===== config.mk =====
export PLATFORM = sky130hd
export DESIGN_NAME = vram_port_ctl_flat
export DESIGN_NICKNAME = d
export VERILOG_FILES = /design/src/rtl/vram_port_pkg.sv /design/src/rtl/vram_port_ctl_if.sv /design/src/rtl/vram_addr_remap.sv /design/src/rtl/vram_port_ctl.sv /design/src/flat_wrapper.sv
export SDC_FILE = /design/constraint.sdc
export NUM_CORES = 1
export LEC_CHECK = 0
export CORE_MARGIN = 2
export CORE_UTILIZATION = 51
export CTS_CLUSTER_DIAMETER = 100
export CTS_CLUSTER_SIZE = 20
export DETAILED_ROUTE_END_ITERATION = 7
export GPL_ROUTABILITY_DRIVEN = 0
export GPL_TIMING_DRIVEN = 0
export PLACE_DENSITY = 0.8
export SKIP_CTS_REPAIR_TIMING = 1
export SLEW_MARGIN = 20
export SYNTH_ARGS = -nofsm -noshare
export SYNTH_HDL_FRONTEND = slang
export SYNTH_HIERARCHICAL = 1
export SYNTH_SLANG_ARGS = --single-unit

===== constraint.sdc =====
create_clock -name clk -period 2.4 [get_ports clk]
set_clock_uncertainty 0.2 [all_clocks]
set_input_delay 0.72 -clock clk [delete_from_list [all_inputs] [get_ports clk]]
set_output_delay 0.72 -clock clk [all_outputs]
set_load 0.1 [all_outputs]

===== src/rtl/vram_port_pkg.sv =====
`timescale 1ns/1ps
`default_nettype none
// +------------------------------------------------------------------+
// | vram_port_pkg                                                    |
// | Register selects, FSM states and address-step constants.         |
// | Revision: 1.0                                                    |
// +------------------------------------------------------------------+
package vram_port_pkg;

    localparam logic [2:0] SEL_VMAIN   = 3'd0;
    localparam logic [2:0] SEL_VMADDL  = 3'd1;
    localparam logic [2:0] SEL_VMADDH  = 3'd2;
    localparam logic [2:0] SEL_VMDATAL = 3'd3;
    localparam logic [2:0] SEL_VMDATAH = 3'd4;
    localparam logic [2:0] SEL_RDVRAML = 3'd5;
    localparam logic [2:0] SEL_RDVRAMH = 3'd6;
    localparam logic [2:0] SEL_NONE    = 3'd7;

    localparam logic [14:0] C_STEP_1   = 15'd1;
    localparam logic [14:0] C_STEP_32  = 15'd32;
    localparam logic [14:0] C_STEP_128 = 15'd128;

    typedef enum logic [1:0] {
        ST_IDLE    = 2'd0,
        ST_WR_WAIT = 2'd1,
        ST_PF_WAIT = 2'd2
    } state_t;

    function automatic logic [14:0] step_size(input logic [1:0] step);
        case (step)
            2'd0:    step_size = C_STEP_1;
            2'd1:    step_size = C_STEP_32;
            default: step_size = C_STEP_128;
        endcase
    endfunction

endpackage
`default_nettype wire


===== src/rtl/vram_port_ctl_if.sv =====
`timescale 1ns/1ps
`default_nettype none
// +------------------------------------------------------------------+
// | vram_port_ctl_if                                                 |
// | PPU register-side strobes plus the two byte-wide VRAM ports.     |
// | Revision: 1.0                                                    |
// +------------------------------------------------------------------+
interface vram_port_ctl_if;
    logic        reg_wr;
    logic        reg_rd;
    logic [2:0]  reg_sel;
    logic [7:0]  reg_din;
    logic [7:0]  reg_dout;
    logic        blocked;
    logic        busy;
    logic [14:0] vram1_addr;
    logic [14:0] vram2_addr;
    logic        vram1_req;
    logic        vram2_req;
    logic        vram1_ack;
    logic        vram2_ack;
    logic        vram1_we;
    logic        vram2_we;
    logic [7:0]  vram1_din;
    logic [7:0]  vram2_din;
    logic [7:0]  vram1_dout;
    logic [7:0]  vram2_dout;

    modport master (
        input  reg_wr, reg_rd, reg_sel, reg_din, blocked,
        input  vram1_ack, vram2_ack, vram1_dout, vram2_dout,
        output reg_dout, busy,
        output vram1_addr, vram2_addr, vram1_req, vram2_req,
        output vram1_we, vram2_we, vram1_din, vram2_din
    );

    modport slave (
        output reg_wr, reg_rd, reg_sel, reg_din, blocked,
        output vram1_ack, vram2_ack, vram1_dout, vram2_dout,
        input  reg_dout, busy,
        input  vram1_addr, vram2_addr, vram1_req, vram2_req,
        input  vram1_we, vram2_we, vram1_din, vram2_din
    );
endinterface
`default_nettype wire


===== src/rtl/vram_addr_remap.sv =====
`timescale 1ns/1ps
`default_nettype none
// +------------------------------------------------------------------+
// | vram_addr_remap                                                  |
// | Rotates the low 8/9/10 address bits left by 3 (built only when   |
// | VRAM_PORT_REMAP_EN is defined).                                  |
// | Revision: 1.0                                                    |
// +------------------------------------------------------------------+
`ifdef VRAM_PORT_REMAP_EN
module vram_addr_remap (
    input  logic [14:0] i_addr,
    input  logic [1:0]  i_mode,
    output logic [14:0] o_addr
);
    always_comb begin
        case (i_mode)
            2'd1:    o_addr = {i_addr[14:8],  i_addr[4:0], i_addr[7:5]};
            2'd2:    o_addr = {i_addr[14:9],  i_addr[5:0], i_addr[8:6]};
            2'd3:    o_addr = {i_addr[14:10], i_addr[6:0], i_addr[9:7]};
            default: o_addr = i_addr;
        endcase
    end
endmodule
`endif
`default_nettype wire


===== src/rtl/vram_port_ctl.sv =====
`timescale 1ns/1ps
`default_nettype none
// +------------------------------------------------------------------+
// | vram_port_ctl                                                    |
// | CPU-side VRAM access port: register decode, increment, remap     |
// | (VRAM_PORT_REMAP_EN) and toggle req/ack VRAM handshake.          |
// | Revision: 1.0                                                    |
// +------------------------------------------------------------------+
module vram_port_ctl
    import vram_port_pkg::*;
(
    input  logic            clk,
    input  logic            resetn,
    vram_port_ctl_if.master bus
);

    state_t      r_state, w_state_nxt;
    logic        r_inc_hi;
    logic [1:0]  r_remap;
    logic [1:0]  r_step;
    logic [14:0] r_addr;
    logic [15:0] r_latch;
    logic [7:0]  r_dout;
    logic        r_inc_pend;
    logic [14:0] r_v1_addr, r_v2_addr;
    logic        r_req1, r_req2, r_we1, r_we2;
    logic [7:0]  r_din1, r_din2;

    logic        w_busy, w_ok, w_wr, w_rd, w_finish, w_done;
    logic        w_start_wr1, w_start_wr2, w_start_pf, w_blk_inc;
    logic [14:0] w_src_addr, w_vaddr, w_addr_inc;

    assign w_busy = (r_state != ST_IDLE);
    assign w_ok   = ~w_busy & (bus.reg_wr ^ bus.reg_rd) & (bus.reg_sel != SEL_NONE);
    assign w_wr   = w_ok & bus.reg_wr;
    assign w_rd   = w_ok & bus.reg_rd;

    assign w_start_wr1 = w_wr & (bus.reg_sel == SEL_VMDATAL) & ~bus.blocked;
    assign w_start_wr2 = w_wr & (bus.reg_sel == SEL_VMDATAH) & ~bus.blocked;
    assign w_start_pf  = (w_wr & ((bus.reg_sel == SEL_VMADDL) | (bus.reg_sel == SEL_VMADDH)))
                       | (w_rd & (bus.reg_sel == SEL_RDVRAML) & ~r_inc_hi)
                       | (w_rd & (bus.reg_sel == SEL_RDVRAMH) &  r_inc_hi);
    // Suppressed data writes still advance the address, immediately.
    assign w_blk_inc   = w_wr & bus.blocked
                       & (((bus.reg_sel == SEL_VMDATAL) & ~r_inc_hi)
                        | ((bus.reg_sel == SEL_VMDATAH) &  r_inc_hi));

    assign w_done     = (bus.vram1_ack == r_req1) & (bus.vram2_ack == r_req2);
    assign w_addr_inc = r_addr + step_size(r_step);

    // Address-register writes prefetch from the address being written.
    always_comb begin
        w_src_addr = r_addr;
        if (w_wr && bus.reg_sel == SEL_VMADDL)
            w_src_addr = {r_addr[14:8], bus.reg_din};
        else if (w_wr && bus.reg_sel == SEL_VMADDH)
            w_src_addr = {bus.reg_din[6:0], r_addr[7:0]};
    end

`ifdef VRAM_PORT_REMAP_EN
    vram_addr_remap u_remap (
        .i_addr (w_src_addr),
        .i_mode (r_remap),
        .o_addr (w_vaddr)
    );
`else
    logic w_unused_remap;
    assign w_unused_remap = ^r_remap;
    assign w_vaddr        = w_src_addr;
`endif

    always_comb begin
        w_state_nxt = r_state;
        w_finish    = 1'b0;
        case (r_state)
            ST_IDLE: begin
                if (w_start_wr1 || w_start_wr2)
                    w_state_nxt = ST_WR_WAIT;
                else if (w_start_pf)
                    w_state_nxt = ST_PF_WAIT;
            end
            ST_WR_WAIT, ST_PF_WAIT: begin
                if (w_done) begin
                    w_state_nxt = ST_IDLE;
                    w_finish    = 1'b1;
                end
            end
            default: w_state_nxt = ST_IDLE;
        endcase
    end

    always_ff @(posedge clk or negedge resetn) begin
        if (!resetn)
            r_state <= ST_IDLE;
        else
            r_state <= w_state_nxt;
    end

    always_ff @(posedge clk or negedge resetn) begin
        if (!resetn) begin
            r_inc_hi   <= 1'b0;
            r_remap    <= 2'd0;
            r_step     <= 2'd0;
            r_addr     <= 15'd0;
            r_latch    <= 16'd0;
            r_dout     <= 8'd0;
            r_inc_pend <= 1'b0;
            r_v1_addr  <= 15'd0;
            r_v2_addr  <= 15'd0;
            r_req1     <= 1'b0;
            r_req2     <= 1'b0;
            r_we1      <= 1'b0;
            r_we2      <= 1'b0;
            r_din1     <= 8'd0;
            r_din2     <= 8'd0;
        end else begin
            if (w_wr && bus.reg_sel == SEL_VMAIN) begin
                r_inc_hi <= bus.reg_din[7];
                r_remap  <= bus.reg_din[3:2];
                r_step   <= bus.reg_din[1:0];
            end
            if (w_wr && bus.reg_sel == SEL_VMADDL)
                r_addr[7:0] <= bus.reg_din;
            if (w_wr && bus.reg_sel == SEL_VMADDH)
                r_addr[14:8] <= bus.reg_din[6:0];
            if (w_blk_inc || (w_finish && r_inc_pend))
                r_addr <= w_addr_inc;

            if (w_rd && bus.reg_sel == SEL_RDVRAML)
                r_dout <= r_latch[7:0];
            if (w_rd && bus.reg_sel == SEL_RDVRAMH)
                r_dout <= r_latch[15:8];

            if (w_start_wr1) begin
                r_req1     <= ~r_req1;
                r_we1      <= 1'b1;
                r_din1     <= bus.reg_din;
                r_v1_addr  <= w_vaddr;
                r_inc_pend <= ~r_inc_hi;
            end
            if (w_start_wr2) begin
                r_req2     <= ~r_req2;
                r_we2      <= 1'b1;
                r_din2     <= bus.reg_din;
                r_v2_addr  <= w_vaddr;
                r_inc_pend <= r_inc_hi;
            end
            if (w_start_pf) begin
                r_req1     <= ~r_req1;
                r_req2     <= ~r_req2;
                r_we1      <= 1'b0;
                r_we2      <= 1'b0;
                r_v1_addr  <= w_vaddr;
                r_v2_addr  <= w_vaddr;
                r_inc_pend <= w_rd;
            end
            if (w_finish && r_state == ST_PF_WAIT)
                r_latch <= {bus.vram2_dout, bus.vram1_dout};
        end
    end

    assign bus.busy       = w_busy;
    assign bus.reg_dout   = r_dout;
    assign bus.vram1_addr = r_v1_addr;
    assign bus.vram2_addr = r_v2_addr;
    assign bus.vram1_req  = r_req1;
    assign bus.vram2_req  = r_req2;
    assign bus.vram1_we   = r_we1;
    assign bus.vram2_we   = r_we2;
    assign bus.vram1_din  = r_din1;
    assign bus.vram2_din  = r_din2;

endmodule
`default_nettype wire

===== src/flat_wrapper.sv =====
// flat-port wrapper written by rule: the top's interface ports become plain ports
module vram_port_ctl_flat import vram_port_pkg::*;
  (clk, resetn, bus_reg_wr, bus_reg_rd, bus_reg_sel, bus_reg_din, bus_blocked, bus_vram1_ack, bus_vram2_ack, bus_vram1_dout, bus_vram2_dout, bus_reg_dout, bus_busy, bus_vram1_addr, bus_vram2_addr, bus_vram1_req, bus_vram2_req, bus_vram1_we, bus_vram2_we, bus_vram1_din, bus_vram2_din);
  vram_port_ctl_if bus_i ();
  input  logic clk;
  input  logic resetn;
  input wire logic [$bits(bus_i.reg_wr)-1:0] bus_reg_wr;
  input wire logic [$bits(bus_i.reg_rd)-1:0] bus_reg_rd;
  input wire logic [$bits(bus_i.reg_sel)-1:0] bus_reg_sel;
  input wire logic [$bits(bus_i.reg_din)-1:0] bus_reg_din;
  input wire logic [$bits(bus_i.blocked)-1:0] bus_blocked;
  input wire logic [$bits(bus_i.vram1_ack)-1:0] bus_vram1_ack;
  input wire logic [$bits(bus_i.vram2_ack)-1:0] bus_vram2_ack;
  input wire logic [$bits(bus_i.vram1_dout)-1:0] bus_vram1_dout;
  input wire logic [$bits(bus_i.vram2_dout)-1:0] bus_vram2_dout;
  output wire logic [$bits(bus_i.reg_dout)-1:0] bus_reg_dout;
  output wire logic [$bits(bus_i.busy)-1:0] bus_busy;
  output wire logic [$bits(bus_i.vram1_addr)-1:0] bus_vram1_addr;
  output wire logic [$bits(bus_i.vram2_addr)-1:0] bus_vram2_addr;
  output wire logic [$bits(bus_i.vram1_req)-1:0] bus_vram1_req;
  output wire logic [$bits(bus_i.vram2_req)-1:0] bus_vram2_req;
  output wire logic [$bits(bus_i.vram1_we)-1:0] bus_vram1_we;
  output wire logic [$bits(bus_i.vram2_we)-1:0] bus_vram2_we;
  output wire logic [$bits(bus_i.vram1_din)-1:0] bus_vram1_din;
  output wire logic [$bits(bus_i.vram2_din)-1:0] bus_vram2_din;
  assign bus_i.reg_wr = bus_reg_wr;
  assign bus_i.reg_rd = bus_reg_rd;
  assign bus_i.reg_sel = bus_reg_sel;
  assign bus_i.reg_din = bus_reg_din;
  assign bus_i.blocked = bus_blocked;
  assign bus_i.vram1_ack = bus_vram1_ack;
  assign bus_i.vram2_ack = bus_vram2_ack;
  assign bus_i.vram1_dout = bus_vram1_dout;
  assign bus_i.vram2_dout = bus_vram2_dout;
  assign bus_reg_dout = bus_i.reg_dout;
  assign bus_busy = bus_i.busy;
  assign bus_vram1_addr = bus_i.vram1_addr;
  assign bus_vram2_addr = bus_i.vram2_addr;
  assign bus_vram1_req = bus_i.vram1_req;
  assign bus_vram2_req = bus_i.vram2_req;
  assign bus_vram1_we = bus_i.vram1_we;
  assign bus_vram2_we = bus_i.vram2_we;
  assign bus_vram1_din = bus_i.vram1_din;
  assign bus_vram2_din = bus_i.vram2_din;
  vram_port_ctl u_core (.clk(clk), .resetn(resetn), .bus(bus_i));
endmodule

# == After elaboration in Yosys (flattened, before gate mapping) ==
# Index checks and enable logic that the tools add are counted.
# totals
ff_bits,95
in_bits,34
out_inout_bits,59
wordCells,109
# op_classes
add_sub_neg,1
n_eq_ne,14
mux,29
n_bitwise,28
reduce_logical,21
# op_table
operator,n
$mux W15,7
$mux W8,3
$and A1 B1 Y1,18
$pmux W8 S2,1
$add A15 B8 Y15,1
$mux W1,13
$reduce_bool A2 Y1,6
$eq A3 B3 Y1 const B,3
$logic_and A1 B1 Y1,7
$mux W7,1
$eq A3 B2 Y1 const B,2
$mux W2,3
$not A1 Y1,5
$eq A2 B1 Y1 const B,2
$logic_not A2 Y1,2
$or A1 B1 Y1,4
$pmux W2 S2,1
$eq A3 B1 Y1 const B,1
$logic_not A3 Y1,1
$ne A3 B1 Y1 const B,1
$ne A3 B3 Y1 const B,1
$reduce_bool A3 Y1,1
$eq A1 B1 Y1,2
$eq A2 B2 Y1 const B,1
other kinds (5),6

# == Longest topological paths before layout ==
# depth
depth_word,12
ltp_mapped,8
depth_no_buf,8

# == Worst setup path before layout ==
# No wires, ideal clock.
# synth_timing
kind,reg-to-reg
startpoint,register u_core.r_req2 (netlist: u_core/bus.vram2_req)
endpoint,register u_core.r_latch[10]
setup_ns,0.125
arrival_time_ns,2.234
t_required_ns,2.075
setup_slack_ns,-0.158
stages_incl_launch_ff,5
path_buffers,1
period_less_slack_ns,2.558
path_cell_list,dfrtp_1 > xor2_1 > nor3_2 > buf_2 > mux2_2
# synth_via
elab_chain_cells,5
# synth_rtl
element,line_no,text
start: declaration,vram_port_ctl.sv:26,"logic r_req1, r_req2, r_we1, r_we2;"
start signal: assignment,vram_port_ctl.sv:142,r_req2 <= ~r_req2;
start signal: assignment,vram_port_ctl.sv:150,r_req2 <= ~r_req2;
$eq A1 B1 Y1,vram_port_ctl.sv:48,assign w_done = (bus.vram1_ack == r_req1) & (bus.vram2_ack == r_req2);
$and A1 B1 Y1,vram_port_ctl.sv:48,
$mux W1,vram_port_ctl.sv:83,if (w_done) begin
$mux W1,vram_port_ctl.sv:75,case (r_state)
$logic_and A1 B1 Y1,vram_port_ctl.sv:157,if (w_finish && r_state == ST_PF_WAIT)
end signal: assignment,vram_port_ctl.sv:158,"r_latch <= {bus.vram2_dout, bus.vram1_dout};"
end: declaration,vram_port_ctl.sv:22,logic [15:0] r_latch;
# No other way between the ends.
# A chain may end at the register's enable or synchronous reset.

# == Worst setup path after layout ==
# layout_timing
startpoint,input bus_reg_rd
endpoint,register u_core.r_addr[11]
# layout_via
elab_chain_cells,8
elab_cells_between_ends,10
cone_classes,1 x mux; 6 x bitwise; 3 x reduce/logical
# layout_rtl
element,line_no,text
start: declaration,flat_wrapper.sv:8,input wire logic [$bits(bus_i.reg_rd)-1:0] bus_reg_rd;
$xor A1 B1 Y1 *,vram_port_ctl.sv:34,assign w_ok = ~w_busy & (bus.reg_wr ^ bus.reg_rd) & (bus.reg_sel != SEL_NONE);
$and A1 B1 Y1 * (2 in a row),vram_port_ctl.sv:34,
$and A1 B1 Y1 *,vram_port_ctl.sv:35,assign w_wr = w_ok & bus.reg_wr;
$and A1 B1 Y1,vram_port_ctl.sv:44,assign w_blk_inc = w_wr & bus.blocked
$and A1 B1 Y1,vram_port_ctl.sv:45,& (((bus.reg_sel == SEL_VMDATAL) & ~r_inc_hi)
$logic_or A1 B1 Y1,vram_port_ctl.sv:126,if (w_blk_inc || (w_finish && r_inc_pend))
$mux W15 or $reduce_bool A2 Y1 (tied branches),-,
end signal: assignment,vram_port_ctl.sv:125,r_addr[14:8] <= bus.reg_din[6:0];
end signal: assignment,vram_port_ctl.sv:127,r_addr <= w_addr_inc;
end: declaration,vram_port_ctl.sv:21,logic [14:0] r_addr;
# Mark *: on every way between the ends. The rest lies on a longest branch, timed or not.

==> summary.txt <==
Yosys
  – Synthesized cell area: 4367 µm²
  – Number of enable flip-flop cells after synthesis: 0
  – Top_reg_cell synth: dfrtp_1
  – Syn_nets: about 440
  – Mean Syn Cell Area: approximately 11 µm²
  – Syn Inst Count: approximately 400
  – Post-synth ARST share: 100.0%
  – Netlist cell types: 49
  – Sequential area share after synthesis: 54.44%
  – Yosys warnings: 6
  – Synthesis-stage register bit count: 95

Outcome
  – Status: completed

Floorplanning
  – FP Rows: 33
  – I/O pin count: 93
  – Chip width: a little under 100 µm
  – Core area: approximately 8300 µm²
  – Die Y: roughly 97 µm
  – Die ar.: a little over 9000 µm²
  – Initial core utilization: around 53%

Cells and area
  – Diodes inserted: 0
  – P&R area growth vs syn: 27.34%
  – Share of layout cells above drive strength 1: ~30%
  – Layout Nets: roughly 550
  – Commonest non-fill, non-tap cell in the layout: dfrtp_1
  – Multi-input gate area: between 1500 and 2000 µm²
  – FF+latch area: between 2000 and 2500 µm²
  – Fill count: roughly 670
  – Most frequent cells in the layout: dfrtp_1 (93), clkbuf_2 (60), nor2_1 (46), a21oi_1 (44), mux2_2 (31)

Route
  – Final wirelength: around 11000 µm
  – Vias per std cell: between 5 and 6
  – Iteration-0 DRC Markers: approximately 240
  – DR vias: about 3500
  – Routed WL per cell: between 15 and 20 µm
  – Number of routed nets with antenna violations: 0
  – Initial DRT Pass Iterations: 6
  – DRC: 0

Setup path
  – Crit-path max FO: 7
  – Arr. time, crit path: between 2000 and 2500 ps
  – WP data required: between 2000 and 2500 ps
  – CP Class: in -> reg
  – CP startpoint kind: input port
  – Nature of the critical path endpoint: flop

Clock tree
  – CTS tree: built
  – Clock buffer depth: 2
  – Num Clock Sinks: 95
  – CTS Buf Count: 9
  – Root buffer cell: clkbuf_8
  – Reg clk slew, reported paths: roughly 90 ps
  – H-tree levels: 3
  – Clock Latency Late Sink: 360 ps

Timing
  – Final setup margin: about 35 ps
  – Setup tns final: 0 ps
  – F_max: 422.9 MHz
  – Slew of the pin with the lowest slew margin: about 570 ps
  – Final setup fails: 0
  – Worst Hold Slack: 22.42 ps
  – Slew margin rel.: 62.39%
  – Crit share post-route: 98.52%
  – Final hold vios: 0
  – Max-slew violation count: 0
  – Fin crit period: around 2400 ps

Place
  – Setup Slack @ Placement: -656.5 ps
  – Hpwl dp: about 7700 µm
  – Port bufs: slightly above 90

Global routing
  – Largest net degree at the start of global routing: 65
  – Initial antenna violation count: 0
  – First-pass GRT wire length: around 17000 µm
  – Gr usage total: about a quarter
  – Vias in the first global route: about 3600
  – Total gr overflow: 0

Job
  – Number of max-cap violations: 0

Worst hold path
  – Min-delay worst type: in -> async
[registers in the layout, summed over array words and instances, names as in the netlist]
name and flops:
u_core/bus.vram2_we 1, u_core/bus.vram1_din 8, u_core/r_latch 16, u_core/bus.vram1_we 1, u_core/bus.vram1_req 1, u_core/r_inc_pend 1
u_core/r_state 2, u_core/r_step 2, u_core/bus.vram2_req 1, u_core/bus.reg_dout 8, u_core/bus.vram2_din 8, u_core/bus.vram2_addr 15
u_core/r_inc_hi 1, u_core/r_addr 15, u_core/bus.vram1_addr 15
[critical path: stages]
cell             delay (ps)
clkdlybuf4s50_1         510
and3b_2                 260
o211a_1                 190
nor3_4                  360
a211oi_1                130
a311oi_1                260
[final timing paths]
path | cells past startpoint | endpoint | startpoint | slack [ps]
worst max-delay path | 6 | u_core/r_addr[11] | bus_reg_rd | 40
worst min-delay path | 1 | u_core/r_latch[0] | resetn | 20
worst max register to register | 7 | u_core/r_addr[11] | u_core/r_step[0] | 110
worst min register to register | 2 | u_core/bus.reg_dout[3] | u_core/r_latch[11] | 290
max in group asynchronous | 2 | u_core/bus.reg_dout[7] | resetn | 1360
min in group clk | 2 | u_core/bus.reg_dout[3] | u_core/r_latch[11] | 290
[cell type report]
type                       count  area share [%]
inverter                      14          0.9451
tap                          105           2.363
buffer                        16           1.958
multi-input combinational    276           35.44
clock inverter                 6           1.238
clock buffer                   9           2.228
sequential                    95           42.80
timing repair buffer         100           13.03
[routing by layer]
layer  part of all wire [%]  GRT usage (%)
met5                      0              0
met1                     42          30.49
met3                    5.9          5.198
met4                    1.6          8.803
met2                     50          40.97
[Yosys cell counts (6+ instances only)]
| library cell | count | area [µm²] |
|---|---|---|
| mux2_2 | 31 | 349.1 |
| nand3_1 | 11 | 55.05 |
| buf_2 | 9 | 45.04 |
| mux2i_1 | 16 | 160.2 |
| ha_1 | 6 | 75.07 |
| nor2_1 | 46 | 172.7 |
| xor2_1 | 6 | 52.55 |
| dfrtp_1 | 95 | 2377 |
| o21ai_0 | 28 | 140.1 |
| nand2_1 | 24 | 90.09 |
| inv_1 | 14 | 52.55 |
| a21oi_1 | 44 | 220.2 |
| and3_1 | 6 | 37.54 |
[cell families (layout without fill, tap and decap cells)]
| family | Yosys count | in the layout | share of synthesized area, % |
|---|---|---|---|
| xor+xnor | 6 | 6 | 1.203 |
| fa+ha+maj | 6 | 6 | 1.719 |
| flops | 95 | 95 | 54.44 |
| simple gates | 119 | 119 | 14.44 |
| mux | 47 | 47 | 11.66 |
| compound gates | 98 | 98 | 13.52 |
| buf+inv | 30 | 145 | 3.008 |
[per-stage QoR]
| step | std cells | area (µm²) | utilization, % |
|---|---|---|---|
| after detailed placement | 599 | 5450 | 66.00 |
| after floorplan | 401 | 4369 | - |
| final | 621 | 5560 | 67.33 |
| after CTS | 614 | 5643 | 68.33 |
| after global placement | 598 | 5421 | 65.65 |
| after global routing | 621 | 5560 | 67.33 |
Power is not shown: default switching activity piles up to over one toggle a cycle in this logic, so the estimate is an artifact.
